==> config.mk <==
export PLATFORM = sky130hd
export DESIGN_NAME = input_port_buffer_flat
export DESIGN_NICKNAME = d
export VERILOG_FILES = /design/src/rtl/maze_pkg.sv /design/src/rtl/input_port_buffer_if.sv /design/src/rtl/buf_fifo.sv /design/src/rtl/input_port_buffer.sv /design/src/flat_wrapper.sv
export SDC_FILE = /design/constraint.sdc
export NUM_CORES = 1
export LEC_CHECK = 0
export ABC_AREA = 1
export ABC_CLOCK_PERIOD_IN_PS = 6300
export CORE_MARGIN = 2
export CORE_UTILIZATION = 40
export CTS_BUF_LIST = sky130_fd_sc_hd__clkbuf_8
export CTS_CLUSTER_SIZE = 30
export DETAILED_ROUTE_END_ITERATION = 10
export GPL_TIMING_DRIVEN = 0
export HOLD_SLACK_MARGIN = 0.1
export PLACE_DENSITY = 0.63
export SETUP_SLACK_MARGIN = 0.1
export SLEW_MARGIN = 20
export SYNTH_ARGS = -nofsm -noshare
export SYNTH_HDL_FRONTEND = slang
export SYNTH_SLANG_ARGS = --single-unit
==> constraint.sdc <==
create_clock -name clk -period 6.3 [get_ports clk]
set_input_delay 0.63 -clock clk [delete_from_list [all_inputs] [get_ports clk]]
set_output_delay 0.63 -clock clk [all_outputs]
set_load 0.02 [all_outputs]
==> src/rtl/maze_pkg.sv <==
// Shared MAZE mesh definitions: route-request bit positions, packet types
// and the packed packet layout carried between node stages.
package maze_pkg;

    localparam int DIR_N = 0;
    localparam int DIR_W = 1;
    localparam int DIR_S = 2;
    localparam int DIR_E = 3;
    localparam int DIR_B = 4;

    localparam logic [1:0] PKT_UNI = 2'b00;
    localparam logic [1:0] PKT_COL = 2'b01;
    localparam logic [1:0] PKT_ROW = 2'b10;
    localparam logic [1:0] PKT_BC  = 2'b11;

    localparam int PLD_W_DEF = 32;
    localparam int HDR_W     = 14;

    typedef logic [4:0] route_t;

    typedef struct packed {
        logic [1:0]           pkt_type;
        logic [2:0]           src_x;
        logic [2:0]           src_y;
        logic [2:0]           tgt_x;
        logic [2:0]           tgt_y;
        logic [PLD_W_DEF-1:0] payload;
    } pkt_t;

    // True when this cycle's grants complete every branch of the head request.
    function automatic logic route_done(route_t head_req, route_t served, route_t gnt);
        return ((served | gnt) == head_req);
    endfunction

endpackage

==> src/rtl/input_port_buffer_if.sv <==
// Handshake bundle between the router unit, the input buffer and the switch
// allocator: upstream push side plus the head request/grant side.
interface input_port_buffer_if #(
    parameter int PLD_W = 32
);
    import maze_pkg::*;

    logic                   in_valid;
    logic                   in_ready;
    route_t                 in_req;
    logic [HDR_W+PLD_W-1:0] in_pkt;
    route_t                 out_req;
    logic [HDR_W+PLD_W-1:0] out_pkt;
    route_t                 grant;

    // master: router unit + allocator side; slave: the buffer itself
    modport master (
        output in_valid, in_req, in_pkt, grant,
        input  in_ready, out_req, out_pkt
    );

    modport slave (
        input  in_valid, in_req, in_pkt, grant,
        output in_ready, out_req, out_pkt
    );

endinterface

==> src/rtl/buf_fifo.sv <==
// Generic synchronous FIFO with wrap-bit pointers; read data is the head
// entry, presented combinationally from storage.
module buf_fifo #(
    parameter int WIDTH = 8,
    parameter int DEPTH = 4
) (
    input  logic                     clk,
    input  logic                     rst_n,
    input  logic                     i_wr,
    input  logic [WIDTH-1:0]         i_wdata,
    input  logic                     i_rd,
    output logic [WIDTH-1:0]         o_rdata,
    output logic                     o_full,
    output logic                     o_empty,
    output logic [$clog2(DEPTH):0]   o_count
);

    localparam int AW = $clog2(DEPTH);

    if (DEPTH < 2 || (DEPTH & (DEPTH - 1)) != 0) begin : g_depth_chk
        $error("buf_fifo: DEPTH must be a power of 2 and >= 2");
    end

    logic [WIDTH-1:0] r_mem [DEPTH];
    logic [AW:0]      r_wr_ptr;
    logic [AW:0]      r_rd_ptr;
    logic             w_wr_en;
    logic             w_rd_en;

    assign o_empty = (r_wr_ptr == r_rd_ptr);
    assign o_full  = (r_wr_ptr[AW] != r_rd_ptr[AW]) &&
                     (r_wr_ptr[AW-1:0] == r_rd_ptr[AW-1:0]);
    assign o_count = r_wr_ptr - r_rd_ptr;
    assign o_rdata = r_mem[r_rd_ptr[AW-1:0]];

    assign w_wr_en = i_wr && !o_full;
    assign w_rd_en = i_rd && !o_empty;

    // Storage carries no reset: validity is tracked by the pointers alone.
    always_ff @(posedge clk) begin
        if (w_wr_en) begin
            r_mem[r_wr_ptr[AW-1:0]] <= i_wdata;
        end
    end

    always_ff @(posedge clk or negedge rst_n) begin
        if (!rst_n) begin
            r_wr_ptr <= '0;
            r_rd_ptr <= '0;
        end else begin
            if (w_wr_en) begin
                r_wr_ptr <= r_wr_ptr + 1'b1;
            end
            if (w_rd_en) begin
                r_rd_ptr <= r_rd_ptr + 1'b1;
            end
        end
    end

endmodule

==> src/rtl/input_port_buffer.sv <==
// MAZE node input-port buffer: queues packets with their route request and
// forks multi-direction heads across grant cycles before popping them.
module input_port_buffer
    import maze_pkg::*;
#(
    parameter int DEPTH = 4,
    parameter int PLD_W = 32
) (
    input  logic                   clk,
    input  logic                   rst_n,
    input_port_buffer_if.slave     bus,
    output logic [$clog2(DEPTH):0] count,
    output logic                   err_grant
);

    localparam int PKT_W = HDR_W + PLD_W;
    localparam int ENT_W = 5 + PKT_W;

    logic             w_full;
    logic             w_empty;
    logic             w_push;
    logic             w_pop;
    logic [ENT_W-1:0] w_head;
    route_t           w_head_req;
    route_t           w_out_req;
    route_t           w_gnt;
    logic             w_bad_gnt;

    route_t           r_served;
    logic             r_err_grant;

    // Zero-request packets are consumed from upstream but never stored.
    assign bus.in_ready = !w_full;
    assign w_push       = bus.in_valid && !w_full && (bus.in_req != '0);

    assign w_head_req   = w_head[ENT_W-1 -: 5];
    assign w_out_req    = w_empty ? route_t'('0) : (w_head_req & ~r_served);
    assign bus.out_req  = w_out_req;
    assign bus.out_pkt  = w_head[PKT_W-1:0];

    assign w_gnt        = bus.grant & w_out_req;
    assign w_bad_gnt    = |(bus.grant & ~w_out_req);
    assign w_pop        = !w_empty && (w_gnt != '0) &&
                          route_done(w_head_req, r_served, w_gnt);
    assign err_grant    = r_err_grant;

    buf_fifo #(
        .WIDTH (ENT_W),
        .DEPTH (DEPTH)
    ) u_fifo (
        .clk     (clk),
        .rst_n   (rst_n),
        .i_wr    (w_push),
        .i_wdata ({bus.in_req, bus.in_pkt}),
        .i_rd    (w_pop),
        .o_rdata (w_head),
        .o_full  (w_full),
        .o_empty (w_empty),
        .o_count (count)
    );

    always_ff @(posedge clk or negedge rst_n) begin
        if (!rst_n) begin
            r_served    <= '0;
            r_err_grant <= 1'b0;
        end else begin
            if (w_pop) begin
                r_served <= '0;
            end else begin
                r_served <= r_served | w_gnt;
            end
            if (w_bad_gnt) begin
                r_err_grant <= 1'b1;
            end
        end
    end

endmodule

==> src/flat_wrapper.sv <==
// flat-port wrapper written by rule: the top's interface ports become plain ports
module input_port_buffer_flat import maze_pkg::*;
#(
    parameter int DEPTH = 4,
    parameter int PLD_W = 32
)
  (clk, rst_n, count, err_grant, bus_in_valid, bus_in_req, bus_in_pkt, bus_grant, bus_in_ready, bus_out_req, bus_out_pkt);
  input_port_buffer_if #(.PLD_W(PLD_W)) bus_i ();
  input  logic clk;
  input  logic rst_n;
  output logic [$clog2(DEPTH):0] count;
  output logic err_grant;
  input wire logic [$bits(bus_i.in_valid)-1:0] bus_in_valid;
  input wire logic [$bits(bus_i.in_req)-1:0] bus_in_req;
  input wire logic [$bits(bus_i.in_pkt)-1:0] bus_in_pkt;
  input wire logic [$bits(bus_i.grant)-1:0] bus_grant;
  output wire logic [$bits(bus_i.in_ready)-1:0] bus_in_ready;
  output wire logic [$bits(bus_i.out_req)-1:0] bus_out_req;
  output wire logic [$bits(bus_i.out_pkt)-1:0] bus_out_pkt;
  assign bus_i.in_valid = bus_in_valid;
  assign bus_i.in_req = bus_in_req;
  assign bus_i.in_pkt = bus_in_pkt;
  assign bus_i.grant = bus_grant;
  assign bus_in_ready = bus_i.in_ready;
  assign bus_out_req = bus_i.out_req;
  assign bus_out_pkt = bus_i.out_pkt;
  input_port_buffer #(.DEPTH(DEPTH), .PLD_W(PLD_W)) u_core (.clk(clk), .rst_n(rst_n), .bus(bus_i), .count(count), .err_grant(err_grant));
endmodule
After elaboration in Yosys (flattened, before gate mapping)
Memories as Yosys holds them, arrays and structs flattened. Cells that the tools add are included.

Memories kept: 1. Word-level logic and storage cells: 34. Input bits: 59. Output and inout port bits: 56. RAM bits: 204. Bits in latches: 0. Register bits: 12. Bits in read-only memories: 0.

Multiply operators: 0. Equal/unequal tests: 4. Shifts and indexed selects: 0. Divide/modulo/power cells: 0. Reductions and logical operators: 12. Order comparisons: 0. Bitwise logic cells: 6. Add/subtract/negate cells: 3. Multiplexer cells: 4.

Memory list: u_core.u_fifo.r_mem (depth 4, bits a word 51, read ports 1, clocked after memory_dff 0, write ports 1, line buf_fifo.sv:24) `logic [WIDTH-1:0] r_mem [DEPTH];`.

Operators with widths (count): AND 5 bit (3); 2-to-1 mux 5 bit (2); NOT 5 bit (2); nonzero test 5 bit (2); logical AND 1 bit (7); adder 3 x 1 -> 3 bit (second input constant) (2); equality test 5 bit (1); bitwise OR 5 bit (1); OR reduction 5 bit (1); equality test 3 bit (1); subtractor 3 bit (1); equality test 2 bit (1); zero test 1 bit (2); 2-to-1 mux 1 bit (2); inequality test 1 bit (1).

Logic depth before layout (Yosys ltp)
Gate-level depths: netlist (run 1).

Depth in word-level cells: 8. Depth in mapped cells: 15. Depth with buffers taken out: 12.

Cells and area by module
A second synthesis (run 1) with hierarchy kept.

Cells, all modules: 643. Area total of the unflattened synthesis: 8964.8 µm².

By module, submodules not included: buf_fifo (cells each 556, sequential area each 6276.0 µm², area each 8451.9 µm², instances 1); input_port_buffer (cells each 87, sequential area each 150.1 µm², area each 513.0 µm², instances 1).

Worst setup path before layout (run 1)
Ideal clock, no wire load.

Path type: flip-flop to flip-flop. From: reg u_core.u_fifo.r_rd_ptr[1]. To: mem u_core.u_fifo.r_mem[3][0] (netlist bit), enable pin. Data arrival time: 4.224 ns. Setup slack: 1.613 ns. Buffers on the path: 3. Library setup time: 0.463 ns. Data required time: 5.837 ns. Cell stages (with the launch flop): 11. Clock period less this slack: 4.687 ns. Path through: dfrtp_1 > buf_2 > inv_2 > clkbuf_1 > clkbuf_1 > ha_1 > nand2_1 > inv_1 > nand2_1 > nand3_1 > nor2_1.

Longest elaborated chain between the ends: 8.

Ends and longest elaborated chain: start: declaration (line buf_fifo.sv:26) `logic [AW:0] r_rd_ptr;`; start signal: assignment (line buf_fifo.sv:55) `r_rd_ptr <= r_rd_ptr + 1'b1;`; equality test 2 bit * (line buf_fifo.sv:32) `(r_wr_ptr[AW-1:0] == r_rd_ptr[AW-1:0]);`; logical AND 1 bit * (line buf_fifo.sv:31) `assign o_full = (r_wr_ptr[AW] != r_rd_ptr[AW]) &&`; zero test 1 bit *; via bus_in_ready (line flat_wrapper.sv:17) `output wire logic [$bits(bus_i.in_ready)-1:0] bus_in_ready;`; logical AND 1 bit (2 in a row) (line input_port_buffer.sv:34) `assign w_push = bus.in_valid && !w_full && (bus.in_req != '0);`; logical AND 1 bit * (line buf_fifo.sv:36) `assign w_wr_en = i_wr && !o_full;`; 2-to-1 mux 1 bit * (line buf_fifo.sv:41) `if (w_wr_en) begin`; 2-to-1 mux 1 bit (not written as such) * (line buf_fifo.sv:42) `r_mem[r_wr_ptr[AW-1:0]] <= i_wdata;`; end: declaration (line buf_fifo.sv:24).

Mark *: on every way through the listed nets, which the timed path passes. The rest lies on a longest branch.

Final worst setup path (run 1)
From: reg u_core.u_fifo.r_rd_ptr[1]. To: out bus_out_req[0].

Longest elaborated chain between the ends: 3. Elaborated cells between the ends (all ways): 4. Those cells by class: eq/ne: 1; mux: 1; bitwise: 1; memory: 1.

Ends and longest elaborated chain: memory (4 x 51 bit); AND 5 bit (line input_port_buffer.sv:37) `assign w_out_req = w_empty ? route_t'('0) : (w_head_req & ~r_served);`; 2-to-1 mux 5 bit * (line input_port_buffer.sv:37); end: declaration (line flat_wrapper.sv:18) `output wire logic [$bits(bus_i.out_req)-1:0] bus_out_req;`.

Mark *: on every way between the ends. The rest lies on a longest branch, timed or not.

==> results.cfg, run 1 <==
[synthesis]
synth_edf_count = 204
yosys_warnings = 0
netlist_area_um2 = 8590
synth_cells = 656
synth_area_per_cell_um2 = 13.1
synth_nets = 723
synth_area_leaders = edfxtp_1 71%, o21ai_0 5.4%, nor2_1 4.6%
ys_top_cells_by_count = 204 x edfxtp_1, 105 x nor2_1, 92 x o21ai_0, 58 x nand2_1, 47 x o22ai_1
synth-seq-cells = 216
yosysTopAreaCellShare = 0.713
synth_seq_area_share = 0.748
ys_async_sr_fraction = 0.0556
netlist.top_cell.by_area = edfxtp_1
ys.flop_type = edfxtp_1
yosysUniqueCellTypes = 26
yosysMostFrequentCell = edfxtp_1

[timing]
drv_slew = 0
post-route-period-util = 0.724
rsz0062_at_grt = false
max_slew.worst_pin.slew_ns = 0.650
skew_ns = 0.00925
hold_viol_final = 0
max_freq_mhz = 219
setup_viol = 0
setup_tns_ns = 0
finalCriticalPeriod_ns = 4.56
holdWs_ns = 0.478
max_slew_margin = 0.566

[drt]
drtIter0Drc = 278
wl_um = 19900
vias = 5595
drc = 0
postRouteAntennaNets = 0
vias_per_cell = 5.02
wl_per_cell_um = 17.8
drt_first_pass_iters = 4

[critical_path]
crit_top_cell = clkbuf_1
crit_slowest_cell = clkdlybuf4s50_1
crit_path_max_fanout = 10
critPathRequiredTime_ns = 5.67
crit_buf_inv = 6
reg2reg_from = u_core.u_fifo.r_rd_ptr[1]
endpoint_kind = primary output
cp.arrival_ns = 3.93
reg2regPathDepth = 12
crit_chain = buf_2, inv_2, clkbuf_1, clkbuf_1, ha_1, nand2_1, nor2_2, buf_6, nor3_1, clkdlybuf4s50_1
path_class = reg -> out
r2r_slack_ns = 2.10
critPathMaxStageDelay_ns = 0.68
critPathLaunchType = flop
rr_endpoint = u_core.u_fifo.r_mem[1][20]
cpLargestDelayFamily = buffers and inverters

[clocking]
path_clk_slew_ns = 0.06
cts_max_level = 2
cts_sinks = 216
numCtsBuffers = 36
cts_hold_buffers = 0
cts_root_buf = clkbuf_8
cts-resized-gates = 0
cts_max_path_buffers = 3
postCtsSetupBuffers = 0
clk_latency_ns = 0.51
cts_tree = done

[die]
rows = 53
fp.dieW_um = 151
dieArea_um2 = 22700
chipHeight_um = 151
start_util = 0.409
pin_count = 115
core_area_um2 = 21000

[grt]
grt-ovfl-total = 0
grt_pass1_wl_um = 30100
antenna_found_initial = 0
track_usage = 0.176
grt_max_degree = 24
grt_pass1_vias = 5655

[min_path]
hold_depth = 2
min_from = u_core.err_grant
hold_path.class = reg -> reg
hold_end = u_core.err_grant

[power]
p_leak_nw = 3.93
power_density_nw_per_um2 = 503
peakVddDrop_mv = 0.239

[placement]
numPortBuffers = 114
post_dp_cell_area_um2 = 10300
hpwlAfterDp_um = 12800
gp_congestion = 0.793

[finish]
fin_area_um2 = 11000
drive_gt1_frac = 0.0964
antennaDiodeCount = 0
final_nets = 884
area_delta_synth_final_pct = 27.9

[status]
status = finished clean

[job]
max_cap_violations = 0
[how the worst max path moves through the flow]
stage          slack, ns                      start                         end  depth (start not counted)
2_1_floorplan       1.61  u_core.u_fifo.r_rd_ptr[1]   u_core.u_fifo.r_mem[3][0]                         10
6_report            1.74  u_core.u_fifo.r_rd_ptr[1]              bus_out_req[0]                         10
3_3_place_gp       -0.84  u_core.u_fifo.r_rd_ptr[1]  u_core.u_fifo.r_mem[3][17]                         10
5_1_grt             1.56  u_core.u_fifo.r_rd_ptr[1]              bus_out_req[1]                         10
3_5_place_dp        2.10  u_core.u_fifo.r_rd_ptr[1]  u_core.u_fifo.r_mem[1][17]                         12
4_1_cts             1.73  u_core.u_fifo.r_rd_ptr[1]              bus_out_req[0]                         10
[logic make-up (layout without fill, tap and decap cells)]
family | count (synthesis) | in the layout | share of synthesized area
flip-flops | 216 | 216 | 0.748
XOR/XNOR | 4 | 4 | 0.00408
buffers and inverters | 67 | 251 | 0.0326
adder cells (fa/ha/maj) | 8 | 8 | 0.0125
AO/OA/AOI/OAI | 159 | 159 | 0.104
AND/OR/NAND/NOR | 202 | 202 | 0.0991
[area by class of cell]
cell class / count / area (µm²)
plain buffers: 34 / 156
clock buffers: 38 / 523
clock inverters: 23 / 118
fillers: 1788 / 10000
inverters: 33 / 124
multi-input cells: 373 / 1910
flip-flops and latches: 216 / 6430
well taps: 275 / 344
repair buffers: 123 / 1380
[power by group]
part           leakage [nW]  total (mW)  internal (mW)  switching, mW
clock                 0.377        1.12          0.594          0.521
combinational          1.55        2.41          0.916           1.49
sequential             2.00        2.00           1.91         0.0906
total                  3.93        5.53           3.42           2.11
[sequential cells by signal, summed over array words and instances (netlist names)]
name	cells
u_core.err_grant	1
u_core.r_served	5
u_core.u_fifo.r_mem	204
u_core.u_fifo.r_wr_ptr	3
u_core.u_fifo.r_rd_ptr	3
[per-layer routing]
layer / vias up / wire [µm] / GRT usage / share of wire
met4: 0 / 278 / 0.0538 / 0.014
met1: 2692 / 8740 / 0.234 / 0.44
met3: 22 / 1460 / 0.0527 / 0.074
met2: 175 / 9380 / 0.280 / 0.47
li1: 2706 / - / - / -
met5: - / 0 / 0 / 0
[layout by cell type (no fill, tap or decap), types with 3 or more instances in the layout]
master and count:
edfxtp_1 204, clkdlybuf4s50_1 114, nor2_1 101, o21ai_0 92
nand2_1 58, o22ai_1 47, inv_1 44, clkbuf_8 38
clkbuf_1 26, nand3_1 18, a21oi_1 14, dfrtp_1 12
buf_16 8, ha_1 7, clkinv_1 7, nand2_2 6
nor3_1 6, nor2_4 6, nand3_2 4, xor2_1 4
nor2_2 3, buf_6 3, inv_2 3, o211ai_2 3
[worst min-delay path, stage by stage (launching register included)]
cell and delay [ns]:
dfrtp_1 0.34, nor3_1 0.05, nand2_1 0.05
[stage by stage]
stage	std cells	total power [mW]	setup WS [ns]	util
floorplan	656	3.35	1.61	-
global placement	1045	4.35	-0.841	0.479
detailed placement	1054	4.45	2.10	0.492
CTS	1115	5.58	1.73	0.523
global route	1115	5.86	1.56	0.523
finish	1115	5.53	1.74	0.523
Power figures use the tool's default switching activity.
==> run 2, diff against run 1 <==
ABC_CLOCK_PERIOD_IN_PS = 4700   (was 6300)
clock period = 4.7 ns   (was 6.3 ns; I/O delays follow)
==> run 2 against run 1 <==
Against the previous run:
- final area up 0.37%
- clock skew up 0.0071 ns
- clock power up 40%
- wire length shrank 0.34%
- register-to-register slack worse by 1.4 ns
- flip-flop and latch count unchanged
- sequential power is 34% higher
- worst setup slack worse by 1.3 ns
- combinational power grew 34%
- sequential share of layout area is 0.21 points lower
- critical path type unchanged
==> results.cfg, run 2 (synthesis results as in run 1) <==
[die]
fp.dieW_um = 151
core_area_um2 = 21000
start_util = 0.409
chipHeight_um = 151
rows = 53
pin_count = 115
dieArea_um2 = 22700

[timing]
finalCriticalPeriod_ns = 4.25
max_freq_mhz = 235
max_slew_margin = 0.469
max_slew.worst_pin.slew_ns = 0.794
setup_viol = 0
holdWs_ns = 0.339
skew_ns = 0.0164
setup_ws_ns = 0.448
hold_viol_final = 0
post-route-period-util = 0.905
drv_slew = 0
rsz0062_at_grt = false

[placement]
hpwlAfterDp_um = 12900
pre_cts_ws_ns = 0.509
numPortBuffers = 114
gp_congestion = 0.827
dp_cells = 1054

[clocking]
cts_hold_buffers = 0
cts_tree = done
path_clk_slew_ns = 0.06
cts_max_level = 2
numCtsBuffers = 36
clk_latency_ns = 0.53
cts_root_buf = clkbuf_8
cts-resized-gates = 0
postCtsSetupBuffers = 0
cts_max_path_buffers = 3
cts_sinks = 216

[min_path]
hold_path.class = in -> async

[power]
p_comb_frac = 0.431
p_sw_frac = 0.380
clockPowerShare = 0.210
peakVddDrop_mv = 0.351
p_seq_frac = 0.359
power_density_nw_per_um2 = 678
p_switching_mw = 2.84
intPower_mw = 4.63
p_leak_nw = 3.94

[grt]
top_usage_layer = met2
grt_pass1_wl_um = 29500
met1_usage = 0.229
met3_usage = 0.0488
grt-ovfl-total = 0
grt_pass1_vias = 5498
antenna_found_initial = 1
track_usage = 0.173
grtUsageMet2 = 0.278
grt_max_degree = 23

[finish]
mostFrequentLayoutCell = edfxtp_1
utilization = 0.524
antennaDiodeCount = 0
finalNonFillerCells = 1118
num-fill-cells = 1756
final_cell_mix = 204 x edfxtp_1, 114 x clkdlybuf4s50_1, 101 x nor2_1
area_delta_synth_final_pct = 28.4
final_nets = 884
drive_gt1_frac = 0.104
largest_reg_flops = 204

[critical_path]
crit_path_max_fanout = 10
critPathRequiredTime_ns = 4.23
cpLargestDelayFamily = buffers and inverters
cp.arrival_ns = 3.78
critPathLaunchType = flop
crit_buf_inv = 6
critPathMaxStageDelay_ns = 0.68
crit_slowest_cell = clkdlybuf4s50_1
crit_chain = buf_2, inv_2, clkbuf_1, clkbuf_2, ha_1, nand2_1, nor2_2, buf_6, nor3_1, clkdlybuf4s50_1
path_class = reg -> out
endpoint_kind = primary output

[drt]
postRouteAntennaNets = 0
vias_per_cell = 5.03
wl_per_cell_um = 17.7
drtIter0Drc = 408
vias = 5625
drc = 0
drt_first_pass_iters = 4
wl_um = 19800

[job]
max_cap_violations = 0

[status]
status = finished clean
run 2: cell count changes in the layout (fill, tap and decap cells not counted):
cell        previous run  this run
clkinv_2               0         4
clkinvlp_4             0         3
clkinv_1               7         5
bufinv_16              1         2
clkbuf_1              26        25
clkbuf_2               0         1
clkbuf_8              38        37
inv_1                 44        43
inv_6                  1         0
run 2: per-stage QoR:
step | setup TNS [ns] | cell area, µm² | total power, mW
global placement | -398.89 | 10100 | 5.83
floorplan | 0 | 8590 | 4.48
finish | 0 | 11000 | 7.48
global route | 0 | 11000 | 7.90
detailed placement | 0 | 10300 | 5.97
CTS | 0 | 11000 | 7.55
run 2: routing by layer:
metal | up-vias | routed length, µm
met4 | 2 | 373
met3 | 34 | 1630
met5 | - | 13
li1 | 2709 | -
met1 | 2690 | 8460
met2 | 190 | 9320
run 2: power by group through the flow:
stage | logic, mW | registers [mW] | clock network (mW)
after global routing | 3.51 | 2.72 | 1.68
after floorplan | 1.76 | 2.72 | 0
after global placement | 3.06 | 2.77 | 0
after CTS | 3.26 | 2.68 | 1.60
final | 3.23 | 2.68 | 1.57
after detailed placement | 3.25 | 2.72 | 0
run 2: final timing paths:
kind | from | end | slack [ns] | depth (start not counted)
max reg2reg | u_core.u_fifo.r_rd_ptr[1] | u_core.u_fifo.r_mem[3][28] | 0.71 | 12
min in group clk | u_core.err_grant | u_core.err_grant | 0.48 | 2
max | u_core.u_fifo.r_rd_ptr[1] | bus_out_req[1] | 0.45 | 10
min | rst_n | u_core.r_served[3] | 0.34 | 1
max in group asynchronous | rst_n | u_core.u_fifo.r_rd_ptr[2] | 3.96 | 1
min reg2reg | u_core.err_grant | u_core.err_grant | 0.48 | 2
run 2: area by class of cell:
type	count	area [µm²]	share of cell area
sequential	216	6430	0.583
multi-input combinational	373	1910	0.174
timing repair buffer	123	1380	0.125
clock buffer	37	509	0.0462
tap	275	344	0.0312
clock inverter	27	170	0.0154
buffer	34	158	0.0143
inverter	33	124	0.0112
